`src/rtl/router_pkg.sv`:
```
// Shared definitions for the router register stage: integrity-check encodings
// and header field extraction helpers.
package router_pkg;

    localparam int unsigned CHK_XOR   = 0;
    localparam int unsigned CHK_SUM   = 1;

    // Helpers operate on a 32-bit carrier; callers zero-extend and truncate.
    localparam int unsigned HDR_MAX_W = 32;

    // Destination field: header bits [addr_w-1:0].
    function automatic logic [HDR_MAX_W-1:0] hdr_addr_field(
        input logic [HDR_MAX_W-1:0] hdr,
        input int unsigned          addr_w
    );
        return hdr & ((HDR_MAX_W'(1) << addr_w) - HDR_MAX_W'(1));
    endfunction

    // Length field: header bits above the destination field.
    function automatic logic [HDR_MAX_W-1:0] hdr_len_field(
        input logic [HDR_MAX_W-1:0] hdr,
        input int unsigned          addr_w
    );
        return hdr >> addr_w;
    endfunction

endpackage

```
`src/rtl/router_chk_acc.sv`:
```
// Integrity accumulator, payload counter and check-byte capture, with the
// combinational compares used by the top level at check time.
module router_chk_acc
    import router_pkg::*;
#(
    parameter int unsigned DATA_W   = 8,
    parameter int unsigned ADDR_W   = 2,
    parameter int unsigned CHK_MODE = CHK_XOR
) (
    input  logic                     clk,
    input  logic                     rst_n,
    input  logic                     clr,
    input  logic                     fold_hdr,
    input  logic                     fold_pay,
    input  logic                     load_chk,
    input  logic [DATA_W-1:0]        hold_hdr,
    input  logic [DATA_W-1:0]        data_in,
    input  logic [DATA_W-ADDR_W-1:0] len_field,
    output logic                     acc_match,
    output logic                     len_match
);

    localparam int unsigned LEN_W = DATA_W - ADDR_W;
    localparam int unsigned PCW   = LEN_W + 1;

    logic [DATA_W-1:0] acc;
    logic [DATA_W-1:0] pkt_chk;
    logic [PCW-1:0]    pay_cnt;

    // One step of the selected integrity function.
    function automatic logic [DATA_W-1:0] fold(
        input logic [DATA_W-1:0] a,
        input logic [DATA_W-1:0] b
    );
        if (CHK_MODE == CHK_SUM) return a + b;
        else                     return a ^ b;
    endfunction

    // Accumulator and payload count: cleared by a valid header, header folded
    // in lfd, each accepted payload byte folded and counted.
    always_ff @(posedge clk or negedge rst_n) begin
        if (!rst_n) begin
            acc     <= '0;
            pay_cnt <= '0;
        end else if (clr) begin
            acc     <= '0;
            pay_cnt <= '0;
        end else if (fold_hdr) begin
            acc     <= fold(acc, hold_hdr);
        end else if (fold_pay) begin
            acc     <= fold(acc, data_in);
            pay_cnt <= pay_cnt + PCW'(1);
        end
    end

    // Check byte capture.
    always_ff @(posedge clk or negedge rst_n) begin
        if (!rst_n)        pkt_chk <= '0;
        else if (load_chk) pkt_chk <= data_in;
    end

    assign acc_match = (acc == pkt_chk);
    assign len_match = (pay_cnt == {1'b0, len_field});

endmodule

```
`src/rtl/router_regi_param.sv`:
```
// Parametrised router register stage: header hold, full-byte capture, data
// stream to the FIFOs, end-of-packet flags, integrity/length check results
// and a saturating bad-packet counter. DATA_W is limited to 32.
module router_regi_param
    import router_pkg::*;
#(
    parameter int unsigned DATA_W   = 8,
    parameter int unsigned ADDR_W   = 2,
    parameter int unsigned NUM_DEST = 3,
    parameter int unsigned CHK_MODE = CHK_XOR,
    parameter int unsigned CNT_W    = 8
) (
    input  logic              clock,
    input  logic              resetn,
    input  logic              pkt_valid,
    input  logic [DATA_W-1:0] data_in,
    input  logic              fifo_full,
    input  logic              rst_int_reg,
    input  logic              detect_add,
    input  logic              lfd_state,
    input  logic              ld_state,
    input  logic              laf_state,
    input  logic              full_state,
    output logic [DATA_W-1:0] dout,
    output logic [ADDR_W-1:0] hdr_addr,
    output logic              parity_done,
    output logic              low_pkt_valid,
    output logic              err,
    output logic              len_err,
    output logic [CNT_W-1:0]  err_cnt
);

    localparam int unsigned LEN_W = DATA_W - ADDR_W;

    logic [DATA_W-1:0] hold_hdr;
    logic [DATA_W-1:0] full_byte;
    logic              checked;
    logic              hdr_valid;
    logic              pay_fold;
    logic              chk_load;
    logic              pd_set;
    logic [LEN_W-1:0]  len_field;
    logic              acc_match;
    logic              len_match;

    // A header is accepted only when its destination exists.
    assign hdr_valid = detect_add & pkt_valid &
                       (hdr_addr_field(HDR_MAX_W'(data_in), ADDR_W) < HDR_MAX_W'(NUM_DEST));
    assign len_field = LEN_W'(hdr_len_field(HDR_MAX_W'(hold_hdr), ADDR_W));
    assign pay_fold  = ld_state & pkt_valid & ~full_state;
    assign chk_load  = ld_state & ~pkt_valid;
    assign pd_set    = (ld_state & ~fifo_full & ~pkt_valid) |
                       (laf_state & low_pkt_valid & ~parity_done);

    // Header and destination latch.
    always_ff @(posedge clock or negedge resetn) begin
        if (!resetn) begin
            hold_hdr <= '0;
            hdr_addr <= '0;
        end else if (hdr_valid) begin
            hold_hdr <= data_in;
            hdr_addr <= ADDR_W'(hdr_addr_field(HDR_MAX_W'(data_in), ADDR_W));
        end
    end

    // Byte arriving while the FIFO is full is parked until laf_state.
    always_ff @(posedge clock or negedge resetn) begin
        if (!resetn)                    full_byte <= '0;
        else if (ld_state && fifo_full) full_byte <= data_in;
    end

    // Registered data stream to the FIFOs.
    always_ff @(posedge clock or negedge resetn) begin
        if (!resetn)                     dout <= '0;
        else if (lfd_state)              dout <= hold_hdr;
        else if (ld_state && !fifo_full) dout <= data_in;
        else if (laf_state)              dout <= full_byte;
    end

    // End-of-packet flags.
    always_ff @(posedge clock or negedge resetn) begin
        if (!resetn) begin
            low_pkt_valid <= 1'b0;
            parity_done   <= 1'b0;
        end else begin
            if (chk_load)         low_pkt_valid <= 1'b1;
            else if (rst_int_reg) low_pkt_valid <= 1'b0;

            if (detect_add)       parity_done <= 1'b0;
            else if (pd_set)      parity_done <= 1'b1;
        end
    end

    // One-shot check evaluation per packet and saturating bad-packet count.
    always_ff @(posedge clock or negedge resetn) begin
        if (!resetn) begin
            err     <= 1'b0;
            len_err <= 1'b0;
            checked <= 1'b0;
            err_cnt <= '0;
        end else if (hdr_valid) begin
            err     <= 1'b0;
            len_err <= 1'b0;
            checked <= 1'b0;
        end else if (parity_done && !checked) begin
            err     <= ~acc_match;
            len_err <= ~len_match;
            checked <= 1'b1;
            if ((!acc_match || !len_match) && (err_cnt != '1))
                err_cnt <= err_cnt + CNT_W'(1);
        end
    end

    router_chk_acc #(
        .DATA_W   (DATA_W),
        .ADDR_W   (ADDR_W),
        .CHK_MODE (CHK_MODE)
    ) u_chk_acc (
        .clk       (clock),
        .rst_n     (resetn),
        .clr       (hdr_valid),
        .fold_hdr  (lfd_state),
        .fold_pay  (pay_fold),
        .load_chk  (chk_load),
        .hold_hdr  (hold_hdr),
        .data_in   (data_in),
        .len_field (len_field),
        .acc_match (acc_match),
        .len_match (len_match)
    );

endmodule
```
`config.mk`:
```
export PLATFORM = sky130hd
export DESIGN_NAME = router_regi_param
export DESIGN_NICKNAME = d
export VERILOG_FILES = /design/src/rtl/router_pkg.sv /design/src/rtl/router_chk_acc.sv /design/src/rtl/router_regi_param.sv
export SDC_FILE = /design/constraint.sdc
export NUM_CORES = 1
export LEC_CHECK = 0
export BUFFER_PORTS_ARGS = -buffer_cell sky130_fd_sc_hd__buf_2
export CAP_MARGIN = 20
export CORE_ASPECT_RATIO = 0.8
export CORE_MARGIN = 8
export CORE_UTILIZATION = 55
export CTS_BUF_LIST = sky130_fd_sc_hd__clkbuf_4
export DETAILED_ROUTE_END_ITERATION = 7
export GPL_TIMING_DRIVEN = 1
export MAX_ROUTING_LAYER = met4
export PLACE_DENSITY = 0.81
export SYNTH_ARGS = -nofsm -noshare
export SYNTH_HDL_FRONTEND = slang
export SYNTH_SLANG_ARGS = --single-unit
```
`constraint.sdc`:
```
create_clock -name clock -period 4.9 [get_ports clock]
set_input_delay 0.735 -clock clock [delete_from_list [all_inputs] [get_ports clock]]
set_output_delay 0.735 -clock clock [all_outputs]
set_load 0.02 [all_outputs]
```
Yosys cells after proc, flatten, opt, wreduce, memory -nomap -nowiden
Index checks and enable logic that the tools add are counted.
Storage, ports and cells
  output and inout bits: 22
  input port bits: 18
  logic and storage cells: 75
  flip-flop bits (word level): 62
Cells by class
  muxes and demuxes: 19
  eq/ne operators: 4
  $lt $le $gt $ge: 1
  reductions and logical operators: 17
  add/sub/neg operators: 2
  bitwise gates (word level): 19
Operators with widths (count)
  $mux 8: 6
  $mux 7: 3
  $xor 8x8->8: 2
  $mux 1: 10
  $and 1x1->1: 9
  $add 8x1->8 const B: 1
  $eq 8x8->1: 1
  $ne 8x8->1 const B: 1
  $reduce_bool 2->1: 4
  $add 7x1->7 const B: 1
  $eq 7x6->1: 1
  $not 1->1: 7
  $reduce_bool 3->1: 2
  $logic_and 1x1->1: 4
  $logic_not 1->1: 4
  $reduce_and 3->1: 1
  $lt 2x2->1 const B: 1
  $ne 2x1->1 const B: 1
  $reduce_and 2->1: 1
  $logic_or 1x1->1: 1
  $or 1x1->1: 1

Longest topological paths before layout
  depth after elaboration: 6
  gate-level depth with buffers: 7
  depth with buffers taken out: 6

Modules after synthesis
A second synthesis with hierarchy kept.
Unflattened totals
  cell total of the unflattened synthesis: 262
  area, all modules: 2841.5 um^2
By module, submodules not included
  router_regi_param: area an instance 1636.6 um^2, cells an instance 145, seq. area each 925.9 um^2, times used 1
  router_chk_acc: area an instance 1204.9 um^2, cells an instance 117, seq. area each 575.6 um^2, times used 1

Worst setup path after synthesis
Ideal clock, no wire load.
  kind: input -> register
  from: in lfd_state
  to: reg u_chk_acc.pay_cnt[5]
  slack: 3.091 ns
  required time: 4.780 ns
  arrival time: 1.689 ns
  path buffers: 1
  cell stages on the path: 6
  library setup time: 0.120 ns
  cell sequence: buf_6 and4bb_1 nand4_1 or2_1 xor2_1 nor2_2
Between the ends
  cells in the longest elaborated chain, start to end: 2
Ends and longest elaborated chain
  start, declared: RTL line router_regi_param.sv:20  | input logic lfd_state,
  $ne 2x1->1 (no line)
  $reduce_and 2->1 (no line)
  end signal, assigned: RTL line router_chk_acc.sv:52  | pay_cnt <= pay_cnt + PCW'(1);
  end, declared: RTL line router_chk_acc.sv:28  | logic [PCW-1:0] pay_cnt;
No other way between the ends.
A chain may end at the register's enable or synchronous reset.

Final worst setup path
Ends and elaborated chain as after synthesis.

==> metrics.txt <==
outcome=finished, final reports clean; DRT iter0 DRCs=113; port bufs=39; Tcrit/Tclk final=40.12%; DRT Pass-1 Iters=4; Area Growth Syn to Fin=12.54%; yosys warns=0; post-cts resize count=0; worst endpoint required time=5.19 ns; DRC=0; I/O Pins=40; sequential area share after synthesis=51.90%; leakage=1.525 nW; initial antenna violation count=0; CTS buffer count=9; worst-margin pin slew=0.7270 ns; Final Max Tran Viols=0; full die area=7851 um^2; routed len/inst=15.30 um; maximum vdd ir drop=0.0002458 V; fraction of layout cells with a size suffix above 1=28.43%; Setup Skew=0.01211 ns; Antenna diodes=0; Reg-to-Reg End=err_cnt[1]$_DFFE_PN0P_; hold-fix buffer count after cts=0; GRT Util Overall=15.41%; pin count of the biggest net entering global routing=61; setup_tns=0 ns; Via Count=1964; row cnt=23; Post-Syn Area=2893 um^2; crit path to=u_chk_acc.pay_cnt[5]$_DFFE_PN0P_; syn avg cell area=11.17 um^2; # nets final=321; core area=5036 um^2; Worst Hold Slack=0.4734 ns; R2R Setup Slk=3.11 ns; initial core utilization=57.44%; CP max FO=18; Worst Path Arrival=2.25 ns; # Max-Cap Violations=0; Post-DRT Antenna Nets=0; Post-Route WL=5631 um; TritonCTS clock tree=built; routability congestion estimate=0.7881; fmax=508.7 MHz; depth of the CTS H-tree=3; Chip Width=97.09 um; die height=80.87 um; vias in the first global route=1867; grt ovf=0; CP Launch Point=lfd_state; root buffer cell=clkbuf_4; Clock Sinks=60; first-pass GRT wire length=9356 um; synth unique cells=38; Synth Instances=259; clk buf depth=2; Crit Path Class=input port to register; Final min period=1.966 ns; Synth Register Bits=60; Post-CTS Setup Bufs=0; Slew HR=51.53%; Min-Delay Path Class=input port to async pin; Final Hold Fails=0; unrepaired setup endpoints after global routing=no; reg2reg path depth=5; detail-routed via count per cell=5.337; clock latency on the worst-skew pair=0.40 ns; Crit Reg-Reg Startpoint=u_chk_acc.acc[4]$_DFFE_PN0P_; post-DP HPWL=3996 um; setup violators final=0; Crit. End Element=register; Startpoint Class=input port; Pwr per Cell Area=420.7 nW/um^2; syn_nets=279; clock slew at reported path FFs=0.10 ns
-- Yosys cell counts (all sizes together) --
library cell | instances | share of area (%)
nand2 | 17 | 2.3
buf | 8 | 1.8
nor2b | 1 | 0.22
nand3 | 8 | 1.4
nor3 | 1 | 0.35
dfrtp | 60 | 52
and4bb | 1 | 0.43
xor2 | 26 | 7.9
a311oi | 2 | 0.61
mux2i | 1 | 0.35
or2 | 1 | 0.22
nor4 | 3 | 2.2
o21ai | 9 | 1.6
a21oi | 17 | 3.1
nand3b | 1 | 0.26
and3 | 1 | 0.22
xnor2 | 9 | 2.7
a21boi | 8 | 2.1
nand4 | 4 | 1.4
clkbuf | 3 | 0.39
o21a | 8 | 2.1
nor2 | 31 | 4.1
ha | 2 | 0.86
inv | 10 | 1.3
and2b | 1 | 0.26
a221oi | 1 | 0.30
mux2 | 23 | 9.0
or3 | 1 | 0.22
nor3b | 1 | 0.65
-- state kept, by name, summed over array words and instances (netlist names) --
register and flops:
u_chk_acc.pay_cnt 7, checked 1, full_byte 8, err 1
len_err 1, u_chk_acc.acc 8, hold_hdr 7, parity_done 1
hdr_addr 1, u_chk_acc.pkt_chk 8, dout 8, low_pkt_valid 1
err_cnt 8
-- stage by stage --
step	area (um^2)	utilization [%]	std cells	power (mW)	worst slack [ns]
after floorplan	2893	-	259	0.9453	3.091
after global placement	3118	61.91	351	1.039	2.596
after detailed placement	3118	61.91	351	1.051	2.511
after CTS	3248	64.50	367	1.385	2.961
after global routing	3256	64.65	368	1.451	2.903
final	3256	64.65	368	1.370	2.934
-- critical path: stages --
cell	delay, ns
buf_2	0.20
and4bb_1	0.62
nand4_1	0.21
or2_1	0.27
xor2_1	0.17
nor2_2	0.04
-- placed cells by master (no fill, tap or decap), types with 2 or more instances in the layout --
master	netlist	layout
dfrtp_1	60	60
clkinv_2	0	2
o21ai_0	8	8
a311oi_1	2	2
nor2_1	30	30
buf_2	5	39
nand3_1	8	8
a21oi_1	16	16
xnor2_1	9	9
a21boi_1	7	7
nand4_1	3	3
nand2_1	16	16
inv_1	10	10
xor2_1	26	26
o21a_1	8	8
clkbuf_4	0	10
nor4_4	3	3
ha_1	2	2
buf_4	2	3
clkinv_1	0	2
mux2_2	22	22
-- layout make-up --
type                       count  area, um^2
clock buffer                  10       75.07
fill                         378        1780
timing repair buffer          42       217.7
inverter                      10       37.54
tap                           62       77.57
clock inverter                 6       55.05
multi-input combinational    178        1291
sequential                    60        1501
-- report_power, final --
group          switching [mW]  leakage, nW  internal, mW
clock                   0.174       0.0712         0.156
sequential             0.0845        0.743         0.593
combinational           0.207        0.711         0.155
-- worst min path at each step --
stage | startpoint | slack (ns) | endpoint
6_report | resetn | 0.47 | hdr_addr[0]$_DFFE_PN0N_
3_3_place_gp | checked$_DFFE_PN0P_ | 0.47 | checked$_DFFE_PN0P_
3_5_place_dp | dout[6]$_DFFE_PN0P_ | 0.47 | dout[6]$_DFFE_PN0P_
2_1_floorplan | resetn | 0.44 | checked$_DFFE_PN0P_
5_1_grt | detect_add | 0.46 | parity_done$_DFFE_PN0P_
4_1_cts | detect_add | 0.47 | parity_done$_DFFE_PN0P_
-- logic make-up after synthesis --
family	Yosys count	share of synthesized area, %
compound gates	45	9.689
buf+inv	21	3.460
mux	24	9.299
simple gates	72	14.19
fa+ha+maj	2	0.8649
xor+xnor	35	10.60
flops	60	51.90
-- per-layer routing --
layer	up-vias	global-route usage, %	share of wire, %
met5	-	-	0
met4	0	4.594	1.0
met3	8	6.864	6.3
met2	54	21.86	44
met1	939	19.38	49
li1	963	-	-
No activity file was read; power rests on OpenSTA's default activity.
